$ cat src/rtl/i2c_target_regs.sv
`default_nettype none
// ============================================================================
// Module   : i2c_target_regs
// Purpose  : I2C target responder exposing a 16-bit-addressed byte register
//            bank. Framing: 7-bit device address, 16-bit register pointer
//            (MSB first), then data bytes. SDA is open-drain through an
//            out/tristate pair. SCL is input only; there is no clock stretching.
// Ports    : clock      - system clock, at least 10x the SCL frequency
//            reset      - asynchronous, active-low reset
//            SCL_in     - raw SCL from the pad
//            SDA_in     - raw SDA from the pad
//            SDA_out    - open-drain data value, always 0
//            SDA_t      - pad tristate: 1 = release, 0 = drive low
//            reg_addr   - register pointer presented to the bank
//            reg_wdata  - write data, valid while reg_we is high
//            reg_we     - one-cycle write strobe
//            reg_re     - one-cycle read strobe
//            reg_rdata  - read data, returned by the bank the cycle after reg_re
//            busy       - high from a matched address byte until STOP or START
// Revision : 1.0 - initial release
// ============================================================================
module i2c_target_regs #(
    parameter logic [6:0] SLAVE_ADDRESS = 7'h29
) (
    input  logic        clock,
    input  logic        reset,
    input  logic        SCL_in,
    input  logic        SDA_in,
    output logic        SDA_out,
    output logic        SDA_t,
    output logic [15:0] reg_addr,
    output logic [7:0]  reg_wdata,
    output logic        reg_we,
    output logic        reg_re,
    input  logic [7:0]  reg_rdata,
    output logic        busy
);

    typedef enum logic [3:0] {
        IDLE       = 4'd0,
        ADDR       = 4'd1,
        ADDR_ACK   = 4'd2,
        PTR_HI     = 4'd3,
        PTR_HI_ACK = 4'd4,
        PTR_LO     = 4'd5,
        PTR_LO_ACK = 4'd6,
        WR_DATA    = 4'd7,
        WR_ACK     = 4'd8,
        RD_DATA    = 4'd9,
        RD_ACK     = 4'd10,
        WAIT_STOP  = 4'd11
    } state_t;

    state_t      state;
    logic [2:0]  scl_sync;      // [0],[1] synchroniser stages, [2] previous synced value
    logic [2:0]  sda_sync;
    logic [7:0]  rx_shift;
    logic [7:0]  tx_shift;
    logic [3:0]  bit_cnt;       // bits received, or bits driven while in RD_DATA
    logic        rw;
    logic        rd_pending;    // bank data is valid on reg_rdata this cycle

    logic        scl;
    logic        scl_q;
    logic        sda;
    logic        sda_q;
    logic        scl_rise;
    logic        scl_fall;
    logic        start_cond;
    logic        stop_cond;
    logic [7:0]  byte_in;

    assign SDA_out    = 1'b0;
    assign scl        = scl_sync[1];
    assign scl_q      = scl_sync[2];
    assign sda        = sda_sync[1];
    assign sda_q      = sda_sync[2];
    assign scl_rise   = scl & ~scl_q;
    assign scl_fall   = ~scl & scl_q;
    assign start_cond = scl & scl_q & sda_q & ~sda;
    assign stop_cond  = scl & scl_q & ~sda_q & sda;
    assign byte_in    = {rx_shift[6:0], sda};

    // Synchronisers reset to the idle-high bus level so that leaving reset
    // never looks like an edge or a bus condition.
    always_ff @(posedge clock or negedge reset) begin
        if (!reset) begin
            scl_sync <= 3'b111;
            sda_sync <= 3'b111;
        end else begin
            scl_sync <= {scl_sync[1:0], SCL_in};
            sda_sync <= {sda_sync[1:0], SDA_in};
        end
    end

    always_ff @(posedge clock or negedge reset) begin
        if (!reset) begin
            state      <= IDLE;
            SDA_t      <= 1'b1;
            reg_addr   <= 16'h0000;
            reg_wdata  <= 8'h00;
            reg_we     <= 1'b0;
            reg_re     <= 1'b0;
            busy       <= 1'b0;
            rx_shift   <= 8'h00;
            tx_shift   <= 8'h00;
            bit_cnt    <= 4'd0;
            rw         <= 1'b0;
            rd_pending <= 1'b0;
        end else begin
            reg_we     <= 1'b0;
            reg_re     <= 1'b0;
            rd_pending <= reg_re;

            if (rd_pending) begin
                tx_shift <= reg_rdata;
            end

            // Post-increment lands the cycle after the write strobe, so the
            // bank sees the strobe at the pre-increment address.
            if (reg_we) begin
                reg_addr <= reg_addr + 16'd1;
            end

            if (stop_cond) begin
                state   <= IDLE;
                SDA_t   <= 1'b1;
                busy    <= 1'b0;
                bit_cnt <= 4'd0;
            end else if (start_cond) begin
                state   <= ADDR;
                SDA_t   <= 1'b1;
                busy    <= 1'b0;
                bit_cnt <= 4'd0;
            end else begin
                case (state)
                    IDLE, WAIT_STOP: begin
                        SDA_t <= 1'b1;
                    end

                    ADDR, PTR_HI, PTR_LO, WR_DATA: begin
                        if (scl_rise) begin
                            rx_shift <= byte_in;
                            if (bit_cnt == 4'd7) begin
                                bit_cnt <= 4'd0;
                                case (state)
                                    ADDR: begin
                                        if (byte_in[7:1] == SLAVE_ADDRESS) begin
                                            busy  <= 1'b1;
                                            rw    <= byte_in[0];
                                            state <= ADDR_ACK;
                                            if (byte_in[0]) begin
                                                reg_re <= 1'b1;
                                            end
                                        end else begin
                                            state <= WAIT_STOP;
                                        end
                                    end
                                    PTR_HI: begin
                                        reg_addr[15:8] <= byte_in;
                                        state          <= PTR_HI_ACK;
                                    end
                                    PTR_LO: begin
                                        reg_addr[7:0] <= byte_in;
                                        state         <= PTR_LO_ACK;
                                    end
                                    default: begin
                                        reg_wdata <= byte_in;
                                        reg_we    <= 1'b1;
                                        state     <= WR_ACK;
                                    end
                                endcase
                            end else begin
                                bit_cnt <= bit_cnt + 4'd1;
                            end
                        end
                    end

                    // Every ACK state is entered on the 8th SCL rise with SDA
                    // released: the first fall pulls SDA low, the second fall
                    // ends the ACK slot.
                    ADDR_ACK, PTR_HI_ACK, PTR_LO_ACK, WR_ACK: begin
                        if (scl_fall) begin
                            if (SDA_t) begin
                                SDA_t <= 1'b0;
                            end else if (state == ADDR_ACK && rw) begin
                                // The fall ending the ACK also presents data bit 7.
                                SDA_t    <= tx_shift[7];
                                tx_shift <= {tx_shift[6:0], 1'b0};
                                bit_cnt  <= 4'd1;
                                state    <= RD_DATA;
                            end else begin
                                SDA_t   <= 1'b1;
                                bit_cnt <= 4'd0;
                                case (state)
                                    ADDR_ACK:   state <= PTR_HI;
                                    PTR_HI_ACK: state <= PTR_LO;
                                    default:    state <= WR_DATA;
                                endcase
                            end
                        end
                    end

                    RD_DATA: begin
                        if (scl_fall) begin
                            if (bit_cnt == 4'd8) begin
                                SDA_t <= 1'b1;
                                state <= RD_ACK;
                            end else begin
                                SDA_t    <= tx_shift[7];
                                tx_shift <= {tx_shift[6:0], 1'b0};
                                bit_cnt  <= bit_cnt + 4'd1;
                            end
                        end
                    end

                    RD_ACK: begin
                        if (scl_rise) begin
                            if (!sda) begin
                                // Next byte is fetched now; it is loaded well before
                                // the fall that presents its first bit.
                                reg_addr <= reg_addr + 16'd1;
                                reg_re   <= 1'b1;
                                bit_cnt  <= 4'd0;
                                state    <= RD_DATA;
                            end else begin
                                state <= WAIT_STOP;
                            end
                        end
                    end

                    default: begin
                        state <= IDLE;
                        SDA_t <= 1'b1;
                    end
                endcase
            end
        end
    end

endmodule
`default_nettype wire

$ cat config.mk
export PLATFORM = sky130hd
export DESIGN_NAME = i2c_target_regs
export DESIGN_NICKNAME = d
export VERILOG_FILES = /design/src/rtl/i2c_target_regs.sv
export SDC_FILE = /design/constraint.sdc
export NUM_CORES = 1
export LEC_CHECK = 0
export CORE_AREA = 2 2 88 90
export CTS_BUF_LIST = sky130_fd_sc_hd__clkbuf_4 sky130_fd_sc_hd__clkbuf_8
export CTS_CLUSTER_SIZE = 24
export DETAILED_ROUTE_END_ITERATION = 8
export DIE_AREA = 0 0 90 92
export PLACE_DENSITY = 0.76
export SKIP_CTS_REPAIR_TIMING = 1
export SLEW_MARGIN = 20
export SYNTH_ARGS = -nofsm -noshare
export SYNTH_HDL_FRONTEND = slang
export SYNTH_SLANG_ARGS = --single-unit
export TNS_END_PERCENT = 100
$ cat constraint.sdc
create_clock -name clock -period 1.9 [get_ports clock]
set_clock_uncertainty 0.15 [all_clocks]
set_input_delay 0.475 -clock clock [delete_from_list [all_inputs] [get_ports clock]]
set_output_delay 0.475 -clock clock [all_outputs]
set_load 0.05 [all_outputs]
==> results by group <==
Run status
  • Status: complete, but fails checks
  • Failing checks: negative setup slack

Clock tree
  • TritonCTS buffer count: 9
  • Clock tree buffer depth: 2
  • Worst-path clk slew: 60 ps
  • Root Buffer: clkbuf_8
  • CTS tree: yes
  • Worst skew pair latency: 350 ps
  • Sinks on Clock Net: 59
  • CTS H-tree depth: 3

Critical path
  • Critical Path Stages: 6
  • CP Capture Type: flop
  • Max stage delay on crit path: 590 ps
  • WP buf/inv: 1
  • Capturing point of the worst reg2reg path: state[0]$_DFFE_PN0P_
  • CP top delay family: flip-flops
  • R2R cell count: 6
  • R2R Setup Slk: -200 ps
  • Slowest cell on the critical path: dfstp_2
  • Cell-by-cell trace of the critical path: nand2b_4, buf_4, o21ai_1, nand2b_4, a31oi_2, mux2_1
  • Critical path class: flop to flop
  • WP data required: 1960 ps
  • CP arrival: 2160 ps
  • Most frequent CP cell: nand2b_4
  • Reg2reg start: scl_sync[1]$_DFF_PN1_
  • Critical Path Fanout Max: 6
  • Startpoint types: flop

Synth
  • Top-count cell post-synth: dfrtp_1
  • Synthesized area per cell: 9.848 um2
  • Cell accounting for the most synthesized area: dfrtp_1
  • Post-synthesis sequential area ratio: 39.69%
  • Synth top cells by count: dfrtp_1, nor2_1, nand2_1, mux2i_1, o21ai_0
  • Netlist cell types: 78
  • Cell Area, Synth: 0.003742 mm2
  • EDFF count, synth: 0
  • Yosys top cell area share: 34.77%
  • Top post-synthesis cells by area: dfrtp_1, mux2i_1, dfstp_2
  • Syn Nets: 395
  • Syn Inst Count: 380
  • Synth Flop Type: dfrtp_1
  • Flops & latches, synth: 59
  • Ys async rst share: 100.0%
  • Total number of yosys warnings: 0

Global routing
  • Initial antenna violation count: 0
  • Number of global-route vias before repair: 3658
  • GR Overflow Total: 0
  • Pin count of the biggest net entering global routing: 21
  • Global-route wire length before repair: 17860 um
  • Tot GR Track Use: 26.88%

Worst hold path
  • Hold EP: sda_sync[1]$_DFF_PN1_
  • Hold path start: sda_sync[0]$_DFF_PN1_
  • Hold depth: 0
  • Worst hold-check path type: flop to flop

Drt
  • Top Layer Used: met4
  • TritonRoute pass-1 iters: 6
  • Remaining DRCs: 0
  • Metal3 WL: 1271 um
  • Detailed-route wire length: 13580 um
  • Vias post-DR: 3967
  • Routed vias/inst: 6.287
  • Met2 wire len: 6578 um
  • Initial drt markers: 384
  • Number of routed nets with antenna violations: 0
  • Met1 WL: 5001 um
  • Wirelength per Cell: 21.51 um

Placement
  • Final GP Congestion: 0.9425
  • Post-Place Setup Slack: -262.1 ps
  • IO buf count: 39
  • Post-DP HPWL: 8233 um

Die
  • Row Count: 32
  • Die H: 92 um
  • Top Ports: 41
  • CORE AREA: 0.007447 mm2
  • Die area: 0.008280 mm2
  • Horiz. Die Dim: 90 um
  • Initial core utilization: 50.25%

STA
  • Fin. max-slew vios: 0
  • Minimum clock period: 2097 ps
  • Tcrit/Tclk final: 110.4%
  • Highest Clock Rate: 476.9 MHz
  • PnR worst setup slack: -196.9 ps
  • RSZ-0062 raised after global routing: true
  • Fin Setup TNS: -4208 ps
  • Final setup viols: 46
  • Fin. Hold Viols: 0

Cells and area
  • Final core occ: 78.78%
  • Layout area overhead: 56.77%
  • Fraction of layout cells with a size suffix above 1: 49.91%
  • Layout Nets: 539
  • N_diodes: 0

Power
  • Power Dens Cells: 1059 mW/mm2
  • Max IR drop VDD: 0.0007460 V
  • Static leakage: 2.531 nW

Job
  • Max cap viols: 0
## worst max-delay path by stage
| stage | from | endpoint |
|---|---|---|
| global route | state[1]$_DFFE_PN0P_ | state[0]$_DFFE_PN0P_ |
| finish | scl_sync[1]$_DFF_PN1_ | state[0]$_DFFE_PN0P_ |
| global placement | state[0]$_DFFE_PN0P_ | reg_addr[10]$_DFF_PN0_ |
| floorplan | bit_cnt[1]$_DFFE_PN0P_ | reg_addr[6]$_DFF_PN0_ |
| CTS | state[2]$_DFFE_PN0P_ | bit_cnt[2]$_DFFE_PN0P_ |
| detailed placement | state[2]$_DFFE_PN0P_ | bit_cnt[2]$_DFFE_PN0P_ |
## logic make-up (layout without fill, tap and decap cells)
logic type,count (synthesis),in the layout,synth area share [%]
simple gates,137,137,21.33
compound gates,92,92,18.89
flops,59,59,39.69
mux,36,36,10.16
buf+inv,35,184,4.847
xor+xnor,17,17,3.979
fa+ha+maj,3,3,1.003
other cells,1,1,0.1002
## power breakdown
| group | switching [mW] | internal [mW] | total, mW |
|---|---|---|---|
| Sequential | 0.278 | 1.43 | 1.71 |
| Combinational | 1.67 | 1.64 | 3.31 |
| Clock | 0.507 | 0.682 | 1.19 |
| Total | 2.46 | 3.75 | 6.21 |
## registers in the layout (all words and copies together) (netlist names), 3 cells and up
register   flops
reg_addr      16
reg_wdata      8
tx_shift       8
rx_shift       7
bit_cnt        4
state          4
scl_sync       3
sda_sync       3
## routing by layer
metal / up-vias / global-route usage [%]
li1: 1692 / -
met1: 1896 / 35.39
met2: 294 / 44.55
met3: 85 / 3.944
met4: 0 / 11.41
met5: - / 0
## per-stage QoR
stage	hold WS (ps)	instance area [um2]	power, mW	instances
after detailed placement	197.2	5149	4.217	600
after global routing	207.1	5867	6.421	631
after CTS	-99.95	5349	5.413	616
after global placement	196.1	5149	4.148	600
final	205.2	5867	6.213	631
after floorplan	29.41	3794	3.039	380
## layout by cell type, fill, tap and decap left out, drive strengths merged, types with 4 or more instances in the layout
cell / n
a211oi: 7
a21oi: 14
a31oi: 7
and3: 9
buf: 144
clkbuf: 13
clkdlybuf4s50: 10
dfrtp: 52
dfstp: 7
inv: 13
mux2: 16
mux2i: 20
nand2: 31
nand2b: 7
nand3: 14
nor2: 33
nor3: 9
nor3b: 4
o211ai: 4
o21ai: 21
o221ai: 4
o22ai: 6
xnor2: 13
xor2: 4
## area by class of cell
type                       instances  area [um2]
clock buffer                      13       160.2
clock inverter                     3       40.04
fill                             444        1580
inverter                          13       48.80
multi-input combinational        286        2459
sequential                        59        1503
tap                              102       127.6
timing repair buffer             155        1529
Note: power is estimated with default switching activity, not from simulation.
